**config.mk**
```make
export PLATFORM = sky130hd
export DESIGN_NAME = render_cmd_master
export DESIGN_NICKNAME = d
export VERILOG_FILES = /design/src/rtl/render_cmd_master_pkg.sv /design/src/rtl/render_cmd_fifo.sv /design/src/rtl/render_cmd_master.sv
export SDC_FILE = /design/constraint.sdc
export NUM_CORES = 1
export LEC_CHECK = 0
export ABC_AREA = 1
export BUFFER_PORTS_ARGS = -buffer_cell sky130_fd_sc_hd__buf_2
export CAP_MARGIN = 20
export CORE_MARGIN = 5
export CORE_UTILIZATION = 40
export DETAILED_ROUTE_END_ITERATION = 7
export PLACE_DENSITY = 0.66
export SETUP_SLACK_MARGIN = 0.3
export SYNTH_ARGS = -nofsm -noshare
export SYNTH_HDL_FRONTEND = slang
export SYNTH_SLANG_ARGS = --single-unit
```
**constraint.sdc**
```tcl
create_clock -name clk -period 2.9 [get_ports clk]
set_clock_uncertainty 0.2 [all_clocks]
set_input_delay 0.29 -clock clk [delete_from_list [all_inputs] [get_ports clk]]
set_output_delay 0.29 -clock clk [all_outputs]
set_load 0.05 [all_outputs]
```
**src/rtl/render_cmd_master_pkg.sv**
```systemverilog
// Shared definitions for the renderer command master: register map, packed
// command format, FSM state type and per-state write helpers.
package render_pkg;

  localparam logic [3:0] REG_X    = 4'd1;
  localparam logic [3:0] REG_Y    = 4'd2;
  localparam logic [3:0] REG_NEG  = 4'd3;
  localparam logic [3:0] REG_TEX  = 4'd4;
  localparam logic [3:0] REG_PLOT = 4'd6;

  typedef struct packed {
    logic [7:0] tex;
    logic [8:0] x;
    logic [7:0] y;
    logic       neg_x;
    logic       neg_y;
    logic       coords;
  } render_cmd_t;

  localparam int unsigned CMD_W = $bits(render_cmd_t);

  typedef enum logic [2:0] {
    ST_IDLE,
    ST_TEX,
    ST_NEGX,
    ST_X,
    ST_NEGY,
    ST_Y,
    ST_NEGCLR,
    ST_PLOT
  } render_state_t;

  // Successor of an accepted write state; PLOT is handled by the caller since
  // it depends on queue occupancy.
  function automatic render_state_t next_write_state(render_state_t s, render_cmd_t c);
    render_state_t n;
    n = ST_IDLE;
    case (s)
      ST_TEX:    n = c.coords ? ST_NEGX : ST_PLOT;
      ST_NEGX:   n = ST_X;
      ST_X:      n = (c.neg_y != c.neg_x) ? ST_NEGY : ST_Y;
      ST_NEGY:   n = ST_Y;
      ST_Y:      n = c.neg_y ? ST_NEGCLR : ST_PLOT;
      ST_NEGCLR: n = ST_PLOT;
      default:   n = ST_IDLE;
    endcase
    return n;
  endfunction

  function automatic logic [3:0] state_addr(render_state_t s);
    logic [3:0] a;
    a = '0;
    case (s)
      ST_TEX:                       a = REG_TEX;
      ST_NEGX, ST_NEGY, ST_NEGCLR:  a = REG_NEG;
      ST_X:                         a = REG_X;
      ST_Y:                         a = REG_Y;
      ST_PLOT:                      a = REG_PLOT;
      default:                      a = '0;
    endcase
    return a;
  endfunction

  function automatic logic [31:0] state_data(render_state_t s, render_cmd_t c);
    logic [31:0] d;
    d = '0;
    case (s)
      ST_TEX:  d = {24'd0, c.tex};
      ST_NEGX: d = {31'd0, c.neg_x};
      ST_X:    d = {23'd0, c.x};
      ST_NEGY: d = {31'd0, c.neg_y};
      ST_Y:    d = {24'd0, c.y};
      ST_PLOT: d = 32'd1;
      default: d = '0;
    endcase
    return d;
  endfunction

endpackage

```
**src/rtl/render_cmd_fifo.sv**
```systemverilog
// Synchronous FIFO with occupancy count; pushes while full and pops while
// empty are ignored.
module render_cmd_fifo #(
  parameter int unsigned DEPTH = 8,
  parameter int unsigned WIDTH = 28
) (
  input  logic                     clk,
  input  logic                     rst,
  input  logic                     i_push,
  input  logic [WIDTH-1:0]         i_wdata,
  input  logic                     i_pop,
  output logic [WIDTH-1:0]         o_rdata,
  output logic                     o_full,
  output logic                     o_empty,
  output logic [$clog2(DEPTH):0]   o_level
);
  localparam int unsigned AW = $clog2(DEPTH);
  localparam int unsigned LW = AW + 1;

  logic [WIDTH-1:0] r_mem [DEPTH];
  logic [AW-1:0]    r_wr_ptr;
  logic [AW-1:0]    r_rd_ptr;
  logic [LW-1:0]    r_level;
  logic             w_do_push;
  logic             w_do_pop;

  assign o_full    = (r_level == LW'(DEPTH));
  assign o_empty   = (r_level == '0);
  assign o_level   = r_level;
  assign o_rdata   = r_mem[r_rd_ptr];
  assign w_do_push = i_push && !o_full;
  assign w_do_pop  = i_pop && !o_empty;

  always_ff @(posedge clk) begin
    if (rst) begin
      r_wr_ptr <= '0;
      r_rd_ptr <= '0;
      r_level  <= '0;
    end else begin
      if (w_do_push) r_wr_ptr <= r_wr_ptr + 1'b1;
      if (w_do_pop)  r_rd_ptr <= r_rd_ptr + 1'b1;
      case ({w_do_push, w_do_pop})
        2'b10:   r_level <= r_level + 1'b1;
        2'b01:   r_level <= r_level - 1'b1;
        default: r_level <= r_level;
      endcase
    end
  end

  always_ff @(posedge clk) begin
    if (w_do_push) r_mem[r_wr_ptr] <= i_wdata;
  end

endmodule

```
**src/rtl/render_cmd_master.sv**
```systemverilog
// Avalon-MM write master that expands queued draw commands into the renderer's
// register write sequence, honouring waitrequest on every write.
module render_cmd_master
  import render_pkg::*;
#(
  parameter int unsigned FIFO_DEPTH = 8
) (
  input  logic                        clk,
  input  logic                        rst,
  input  logic                        cmd_valid,
  output logic                        cmd_ready,
  input  logic [7:0]                  cmd_tex,
  input  logic [8:0]                  cmd_x,
  input  logic [7:0]                  cmd_y,
  input  logic                        cmd_neg_x,
  input  logic                        cmd_neg_y,
  input  logic                        cmd_coords,
  output logic [3:0]                  master_address,
  output logic                        master_write,
  output logic [31:0]                 master_writedata,
  input  logic                        master_waitrequest,
  output logic                        busy,
  output logic                        plot_done,
  output logic [$clog2(FIFO_DEPTH):0] fifo_level
);

  render_cmd_t      w_cmd_in;
  render_cmd_t      w_head;
  render_cmd_t      w_cur_nxt;
  render_cmd_t      r_cur;
  logic [CMD_W-1:0] w_head_bits;
  logic             w_full;
  logic             w_empty;
  logic             w_pop;
  logic             w_accept;
  render_state_t    r_state;
  render_state_t    w_state_nxt;
  logic             r_write;
  logic [3:0]       r_addr;
  logic [31:0]      r_data;
  logic             r_plot_done;

  assign w_cmd_in = '{tex: cmd_tex, x: cmd_x, y: cmd_y, neg_x: cmd_neg_x,
                      neg_y: cmd_neg_y, coords: cmd_coords};

  render_cmd_fifo #(
    .DEPTH (FIFO_DEPTH),
    .WIDTH (CMD_W)
  ) u_fifo (
    .clk     (clk),
    .rst     (rst),
    .i_push  (cmd_valid),
    .i_wdata (w_cmd_in),
    .i_pop   (w_pop),
    .o_rdata (w_head_bits),
    .o_full  (w_full),
    .o_empty (w_empty),
    .o_level (fifo_level)
  );

  assign w_head           = render_cmd_t'(w_head_bits);
  assign w_accept         = r_write && !master_waitrequest;
  assign cmd_ready        = !w_full;
  assign busy             = (r_state != ST_IDLE) || !w_empty;
  assign master_write     = r_write;
  assign master_address   = r_addr;
  assign master_writedata = r_data;
  assign plot_done        = r_plot_done;

  always_comb begin
    w_state_nxt = r_state;
    w_cur_nxt   = r_cur;
    w_pop       = 1'b0;
    case (r_state)
      ST_IDLE: begin
        if (!w_empty) begin
          w_pop       = 1'b1;
          w_cur_nxt   = w_head;
          w_state_nxt = ST_TEX;
        end
      end
      ST_PLOT: begin
        if (w_accept) begin
          if (!w_empty) begin
            w_pop       = 1'b1;
            w_cur_nxt   = w_head;
            w_state_nxt = ST_TEX;
          end else begin
            w_state_nxt = ST_IDLE;
          end
        end
      end
      default: begin
        if (w_accept) w_state_nxt = next_write_state(r_state, r_cur);
      end
    endcase
  end

  // Bus outputs are registered from the next state, so a stalled write keeps
  // address/data constant simply because state and command do not change.
  always_ff @(posedge clk) begin
    if (rst) begin
      r_state     <= ST_IDLE;
      r_cur       <= '0;
      r_write     <= 1'b0;
      r_addr      <= '0;
      r_data      <= '0;
      r_plot_done <= 1'b0;
    end else begin
      r_state     <= w_state_nxt;
      r_cur       <= w_cur_nxt;
      r_write     <= (w_state_nxt != ST_IDLE);
      r_addr      <= state_addr(w_state_nxt);
      r_data      <= state_data(w_state_nxt, w_cur_nxt);
      r_plot_done <= w_accept && (r_state == ST_PLOT);
    end
  end

endmodule

```
==> out/results.tsv, run 1 <==
stage	metric	value	unit
cells_and_area	layout cells sized above 1	0.158	
placement	DP Area	12200	µm²
timing	Final Critical Period	2410	ps
timing	setup TNS	0	ps
pwr	clock share of power	0.299	
min_path	Hold Crit Depth	3	
worst_setup_path	Register-to-Register Path Depth	13	
placement	buffers added on ports	51	
worst_setup_path	r2r startpoint	r_state[0]	
timing	Final period util	0.832	
synth	Syn. warnings	0	
die	Horiz. Die Dim	179	µm
pwr	Peak VDD IR	0.000540	V
pwr	Leakage	4.88	nW
routing	met3 WL	1.47	mm
global_route	initial antenna violation count	1	
min_path	hold worst-path end	r_state[2]	
global_route	first-pass GRT wire length	39.7	mm
timing	final hold vios	0	
timing	normalized max-slew margin	0.596	
routing	met2 wire length	12.3	mm
timing	Max Freq	0.415	GHz
worst_setup_path	r2r endpoint	u_fifo.o_level[3]	
worst_setup_path	Worst path slowest cell	dfxtp_1	
pwr	Cell Int Power	8.25	mW
die	die area	32000	µm²
timing	Min Hold Slack	102	ps
min_path	Hold Crit Class	in2reg	
clock_network	total CTS buffers	29	
die	area of the core	27900	µm²
routing	vias	7464	
worst_setup_path	most used cell, CP	nand2_1	
global_route	Overall Global Routing Usage	0.159	
synth	Top FF cell, synth	edfxtp_1	
routing	top routing layer in use	met5	
synth	Avg Cell Area, Syn	11.6	µm²
global_route	vias in the first global route	7105	
die	chip height	179	µm
timing	Slew Limit Fails	0	
worst_setup_path	critical-path cell list	ha_1 -> nand2_1 -> o21ai_1 -> nand2_2 -> inv_2 -> ha_2 -> ha_1 -> nand2_1 -> nor2_1 -> a211oi_2 -> xor2_1 -> nand2_1 -> a21oi_1	
synth	Synth top area share	0.590	
pwr	Reg power frac	0.392	
worst_setup_path	CP peak stage delay	370	ps
synth	register bit count reported by yosys	282	
timing	RSZ-0062 raised after global routing	no	
die	Initial Util	0.408	
routing	Post-Route WL	25.4	mm
clock_network	Clock H-tree levels	1	
die	I/O pin cnt	76	
clock_network	Worst-path clk slew	60	ps
pwr	P per Cell Area	943	nW/µm²
status	status	finished clean	
routing	drt pass-1 iters	4	
synth	synth top area cells	edfxtp_1 (59%), dfxtp_1 (10%), o21ai_0 (5.3%), nor2_1 (5.1%), nand2_1 (3.7%)	
routing	Routed WL per cell	17.3	µm
routing	routed length on met1	11.3	mm
worst_setup_path	CP Capture Type	flop	
worst_setup_path	CP arrival	2670	ps
clock_network	Clk Latency, worst-skew pair	540	ps
cells_and_area	final instance area	13500	µm²
die	Site Rows	61	
timing	Final setup viols	0	
min_path	hold_sp	rst	
worst_setup_path	crit path from	r_state[0]	
synth	most frequent cells after synthesis	edfxtp_1 (224), nor2_1 (155), o21ai_0 (120), nand2_1 (111), dfxtp_1 (58)	
synth	post-synth top area cell	edfxtp_1	
routing	drt drc	0	
placement	Final HPWL DP	14.2	mm
cells_and_area	diodes inserted	0	
synth	most frequent cell after synthesis	edfxtp_1	
routing	antenna-violating nets left	0	
worst_setup_path	flop2flop setup slack	490	ps
worst_setup_path	Crit Path Max Fanout	4	
global_route	total grt overflow	0	
routing	drt first-iter violations	536	
pwr	Sw Pwr	4.49	mW
synth	Unique masters post-synth	37	
synth	ys async rst share	0	
clock_network	Max clock buf depth	3	
clock_network	CTS tree	yes	
synth	post-synthesis cell area	11400	µm²
worst_setup_path	Critical Path Source Type	flop	
pwr	switch share	0.352	
pwr	total power	12.7	mW
synth	EDFF count, synth	224	
placement	GP Congestion	0.791	
timing	Slew @ Worst Pin	605	ps
routing	Vias/cell	5.09	
synth	Mapped Cells	984	
job	max_cap viols	0	
clock_network	Clock Tree Root	clkbuf_16	
pwr	logic gate share of total power	0.309	
clock_network	CTS Sinks	282	
global_route	pin count of the biggest net entering global routing	71	
cells_and_area	Layout Nets	1108	
cells_and_area	P&R area growth vs syn	18.5	%
worst_setup_path	worst path required time	3160	ps
synth	sequential element share of the synthesized area	0.692	
worst_setup_path	Crit Path Class	reg2reg	
==> per-layer routing <==
| layer | vias to the layer above | GRT usage |
|---|---|---|
| met3 | 39 | 0.0264 |
| met4 | 2 | 0.0342 |
| met1 | 3589 | 0.217 |
| met5 | - | 0 |
| li1 | 3623 | - |
| met2 | 211 | 0.269 |
==> timing repair <==
action	in CTS	in global routing
hold endpoints to repair	227	0
hold buffers	30	0
resized for setup	0	5
setup buffers	0	0
endpoints found under the setup margin	0	4
==> cells by family (layout without fill, tap and decap cells) <==
group,Yosys count,in the layout,synth area share
AOI/OAI and AO/OA,230,230,0.119
adders and majority gates,10,10,0.0116
other,1,24,0.000329
xor gates and xnor gates,3,3,0.00231
DFF,282,282,0.692
and+or+nand+nor,329,329,0.120
buffers and inverters,129,211,0.0537
==> sequential cells by signal, indices dropped and copies added (netlist names), named ones only <==
signal and cells:
u_fifo.o_level 4, u_fifo.r_wr_ptr 3, master_address 3, r_cur 28, master_write 1, r_state 3
plot_done 1, u_fifo.r_mem 224, u_fifo.r_rd_ptr 3, master_writedata 9
==> layout make-up <==
class	instances	area, µm²
Fill cell	2485	14400
Sequential cell	282	7900
Multi-Input combinational cell	596	3070
Timing Repair Buffer	105	861
Clock buffer	38	841
Tap cell	378	473
Inverter	52	195
Clock inverter	16	164
==> critical path, delay by kind of cell (launching register included) <==
kind / cells / cell delay (ps)
adders and majority gates: 3 / 660
AOI/OAI and AO/OA: 3 / 490
DFF: 1 / 370
and+or+nand+nor: 5 / 370
xor gates and xnor gates: 1 / 160
buffers and inverters: 1 / 70
==> cell usage in the layout (no fill, tap or decap), types with 9 or more instances in the layout <==
| cell type | instances |
|---|---|
| edfxtp_1 | 224 |
| nor2_1 | 146 |
| o21ai_0 | 120 |
| nand2_1 | 110 |
| buf_2 | 51 |
| dfxtp_1 | 50 |
| nand3_1 | 44 |
| inv_1 | 43 |
| a21oi_1 | 43 |
| o221ai_1 | 34 |
| clkbuf_16 | 30 |
| dlygate4sd3_1 | 30 |
| conb_1 | 24 |
| o211ai_1 | 18 |
| buf_4 | 14 |
| nor2_4 | 10 |
| buf_12 | 10 |
| inv_2 | 9 |
==> worst max-delay path by stage <==
stage               cells past startpoint           endpoint  slack [ps]
finish                                 13  u_fifo.o_level[3]         490
global route                           14  u_fifo.o_level[3]         300
CTS                                    14  u_fifo.o_level[3]         340
detailed placement                     14  u_fifo.o_level[3]         350
global placement                       14  u_fifo.o_level[3]         430
floorplan                              14  u_fifo.o_level[3]         300
==> per-stage QoR <==
stage               std cells  utilization  setup slack [ps]
CTS                      1467        0.483               337
finish                   1467        0.483               488
floorplan                1007            -               302
detailed placement       1383        0.436               351
global route             1467        0.483               305
global placement         1383        0.436               428
==> power by group through the flow <==
stage	clock [mW]	combinational, mW	sequential (mW)
after CTS	3.88	3.94	4.99
after global routing	4.07	4.41	5.03
final	3.81	3.93	4.99
after detailed placement	0	3.89	5.07
after global placement	0	3.82	5.07
after floorplan	0	2.65	5.26
Note: power is estimated with default switching activity, not from simulation.
==> run 2, diff against run 1 <==
ABC_AREA = 0   (was 1)
clock period = 2.39 ns   (was 2.9 ns; I/O delays follow)
==> run 2 against run 1 <==
Against the previous run:
- wire length down 4.2%
- cell count down 21%
- sequential share of layout area down 2.2 points
- critical path type unchanged
- first-iteration DRC count down 1.9%
- sequential cell count unchanged
- final area up 4.2%
- sequential power up 23%
- power up 20%
- register-to-register slack worse by 460 ps
- non-clock buffer count up 27
==> out/results.tsv, run 2 <==
stage	metric	value	unit	change
cells_and_area	P&R area growth vs syn	26.2	%	
worst_setup_path	CP arrival	2580	ps	-90 ps
cells_and_area	commonest non-fill, non-tap cell in the layout	edfxtp_1		
clock_network	Clock H-tree levels	1		unchanged
cells_and_area	layout cells sized above 1	0.373		+0.215
global_route	total grt overflow	0		unchanged
routing	drt first-iter violations	526		-1.9%
clock_network	Clk Latency, worst-skew pair	560	ps	+20 ps
die	Initial Util	0.403		-0.00446
worst_setup_path	CP delay by family, top	buffers and inverters		
routing	Vias/cell	5.11		+0.40%
timing	normalized max-slew margin	0.646		+0.0496
pwr	P per Cell Area	1090	nW/µm²	+15%
routing	vias	5946		-20%
worst_setup_path	r2r endpoint	master_writedata[0]		
cells_and_area	Layout Nets	805		-27%
timing	Final setup viols	0		unchanged
worst_setup_path	worst path bufs/invs	4		+3
routing	drt drc	0		unchanged
synth	Syn. warnings	0		unchanged
synth	ys async rst share	0		unchanged
synth	post-synthesis cell area	11100	µm²	-2.2%
worst_setup_path	Worst path slowest cell	dfxtp_4		
die	I/O pin cnt	76		unchanged
routing	met3 WL	1.28	mm	-13%
timing	Slew @ Worst Pin	531	ps	-74.5 ps
global_route	pin count of the biggest net entering global routing	31		-56%
cells_and_area	commonest cells after routing, fill and taps aside	edfxtp_1 (224), mux4_2 (56), buf_2 (50)		
synth	Mapped Cells	630		-36%
cells_and_area	final instance area	14100	µm²	+4.2%
clock_network	total CTS buffers	29		unchanged
worst_setup_path	critical-path cell list	ha_4 -> nand4b_1 -> buf_4 -> buf_6 -> buf_6 -> mux2_4 -> o211ai_4 -> buf_6 -> nor3_1 -> o21ai_1 -> a21oi_2		
placement	buffers added on ports	51		unchanged
die	area of the core	27600	µm²	-1.1%
timing	Min Hold Slack	122	ps	+19.3 ps
synth	synth top area cells	edfxtp_1 (60%), mux4_2 (11%), dfxtp_1 (10%), mux2i_1 (3.1%), buf_4 (2.2%)		
placement	GP Congestion	0.810		+2.4%
routing	antenna-violating nets left	0		unchanged
global_route	vias in the first global route	6365		-10%
synth	Avg Cell Area, Syn	17.7	µm²	+53%
worst_setup_path	Crit Path Max Fanout	4		unchanged
die	Horiz. Die Dim	177	µm	-1.0%
worst_setup_path	Critical Path Source Type	flop		
synth	sequential element share of the synthesized area	0.708		+0.0154
worst_setup_path	crit path from	r_state[0]		
worst_setup_path	stages on the worst setup path	11		-2
die	Site Rows	61		unchanged
global_route	first-pass GRT wire length	37.4	mm	-5.7%
synth	Top FF cell, synth	edfxtp_1		
worst_setup_path	CP peak stage delay	390	ps	+20 ps
synth	EDFF count, synth	224		unchanged
timing	Slew Limit Fails	0		unchanged
clock_network	Max clock buf depth	3		unchanged
synth	register bit count reported by yosys	282		unchanged
routing	Post-Route WL	24.4	mm	-4.2%
synth	most frequent cell after synthesis	edfxtp_1		
worst_setup_path	Register-to-Register Path Depth	11		-2
cells_and_area	Largest register FFs	224		unchanged
worst_setup_path	CP Capture Type	flop		
worst_setup_path	Crit Path Class	reg2reg		
cells_and_area	diodes inserted	0		unchanged
timing	Final period util	0.987		+0.156
status	status	finished clean		
routing	Routed WL per cell	20.9	µm	+21%
clock_network	CTS tree	yes		
cells_and_area	fill count	2254		-9.3%
worst_setup_path	worst path required time	2610	ps	-550 ps
timing	Max Freq	0.424	GHz	+2.2%
placement	DP Area	12100	µm²	-0.22%
timing	Final Critical Period	2360	ps	-51.9 ps
timing	RSZ-0062 raised after global routing	yes		
clock_network	Worst-path clk slew	60	ps	about the same
cells_and_area	Reg with most FFs	u_fifo.r_mem		
routing	routed length on met1	9.95	mm	-12%
worst_setup_path	most used cell, CP	buf_6		
worst_setup_path	flop2flop setup slack	30	ps	-460 ps
job	max_cap viols	0		unchanged
min_path	Hold Crit Class	in2reg		
synth	most frequent cells after synthesis	edfxtp_1 (224), dfxtp_1 (58), mux4_2 (56), nor2_1 (50), mux2i_1 (34)		
timing	final hold vios	0		unchanged
placement	Final HPWL DP	13.5	mm	-4.9%
global_route	Overall Global Routing Usage	0.156		-0.00325
routing	drt pass-1 iters	4		unchanged
pwr	Leakage	4.73	nW	-3.0%
synth	post-synth top area cell	edfxtp_1		
clock_network	CTS Sinks	282		unchanged
synth	Synth top area share	0.604		+0.0131
worst_setup_path	r2r startpoint	r_state[0]		
clock_network	Clock Tree Root	clkbuf_16		
pwr	Peak VDD IR	0.000694	V	+29%
synth	Unique masters post-synth	60		+62%
worst_setup_path	Critical Path Sink	master_writedata[0]		
routing	top routing layer in use	met4		
die	chip height	177	µm	-1.0%
routing	met2 wire length	12.7	mm	+3.3%
global_route	initial antenna violation count	0		-1
die	die area	31300	µm²	-2.1%
[run 2: cell types whose count changed after synthesis, moves of 7 or more]
cell,previous run,this run
nor2b_1,0,9
clkbuf_1,33,3
nand2_1,111,18
o221ai_1,34,0
o21ai_0,120,4
a21oi_1,43,19
mux2i_1,0,34
o211ai_1,18,0
nand3_1,45,3
nor2_1,155,50
a211oi_1,1,9
inv_1,43,6
inv_2,9,2
mux4_2,0,56
[run 2: kinds of logic (layout without fill, tap and decap cells)]
group / count (synthesis) / after routing / share of synthesized area
flops: 282 / 282 / 0.708
mux: 94 / 94 / 0.148
buf+inv: 61 / 194 / 0.0356
xor+xnor: 7 / 7 / 0.00550
other cells: 1 / 24 / 0.000336
compound gates: 61 / 61 / 0.0395
fa+ha+maj: 10 / 10 / 0.0119
simple gates: 114 / 114 / 0.0516
[run 2: where the power goes]
part	total [mW]	switching, mW	internal (mW)
logic	4.67	2.51	2.16
clock network	4.46	1.86	2.61
registers	6.13	0.292	5.84
[run 2: area by class of cell]
| type | count | area (µm²) | area share |
|---|---|---|---|
| clock inverters | 20 | 208 | 0.0148 |
| flip-flops and latches | 282 | 7920 | 0.563 |
| multi-input cells | 310 | 3410 | 0.243 |
| clock buffers | 34 | 754 | 0.0536 |
| inverters | 8 | 32.5 | 0.00231 |
| well taps | 378 | 473 | 0.0336 |
| repair buffers | 132 | 1270 | 0.0900 |
[run 2: tightest hold or removal path: cells and delay by family]
| family | cells | cell delay, ps |
|---|---|---|
| simple gates | 2 | 200 |
| buf+inv | 4 | 390 |
[run 2: per-stage QoR]
step | TNS [ps] | total power [mW] | worst slack [ps] | utilization | std cells
after floorplan | -3640 | 9.05 | -126 | - | 653
after global placement | 0 | 9.84 | 36.2 | 0.440 | 1050
after detailed placement | -11.5 | 9.97 | -11.5 | 0.440 | 1050
after CTS | 0 | 15.2 | 63.5 | 0.504 | 1160
after global routing | -75.8 | 16.0 | -36.7 | 0.509 | 1164
final | 0 | 15.3 | 30.0 | 0.509 | 1164
[run 2: layer usage]
metal	vias up	track usage
li1	2698	-
met1	3043	0.200
met2	170	0.278
met3	35	0.0224
met4	0	0.0416
met5	-	0
[run 2: timing repair]
| action | 4_1_cts | 5_1_grt |
|---|---|---|
| resized for setup | 52 | 22 |
| pin swaps | 22 | 6 |
| endpoints found under the setup margin | 20 | 25 |
| setup buffers | 22 | 4 |
| cloned | 4 | 0 |
| hold buffers | 30 | 0 |
| hold endpoints to repair | 242 | 0 |
[run 2: how the worst min path moves through the flow]
stage / slack [ps] / cells past startpoint / to / start
final: 120 / 6 / plot_done / master_waitrequest
after detailed placement: 280 / 2 / r_cur[3] / r_cur[3]
after CTS: 90 / 6 / plot_done / master_waitrequest
after global routing: 120 / 6 / plot_done / master_waitrequest
after global placement: 280 / 2 / r_cur[12] / r_cur[12]
after floorplan: 140 / 0 / u_fifo.r_mem[0][0] / cmd_coords
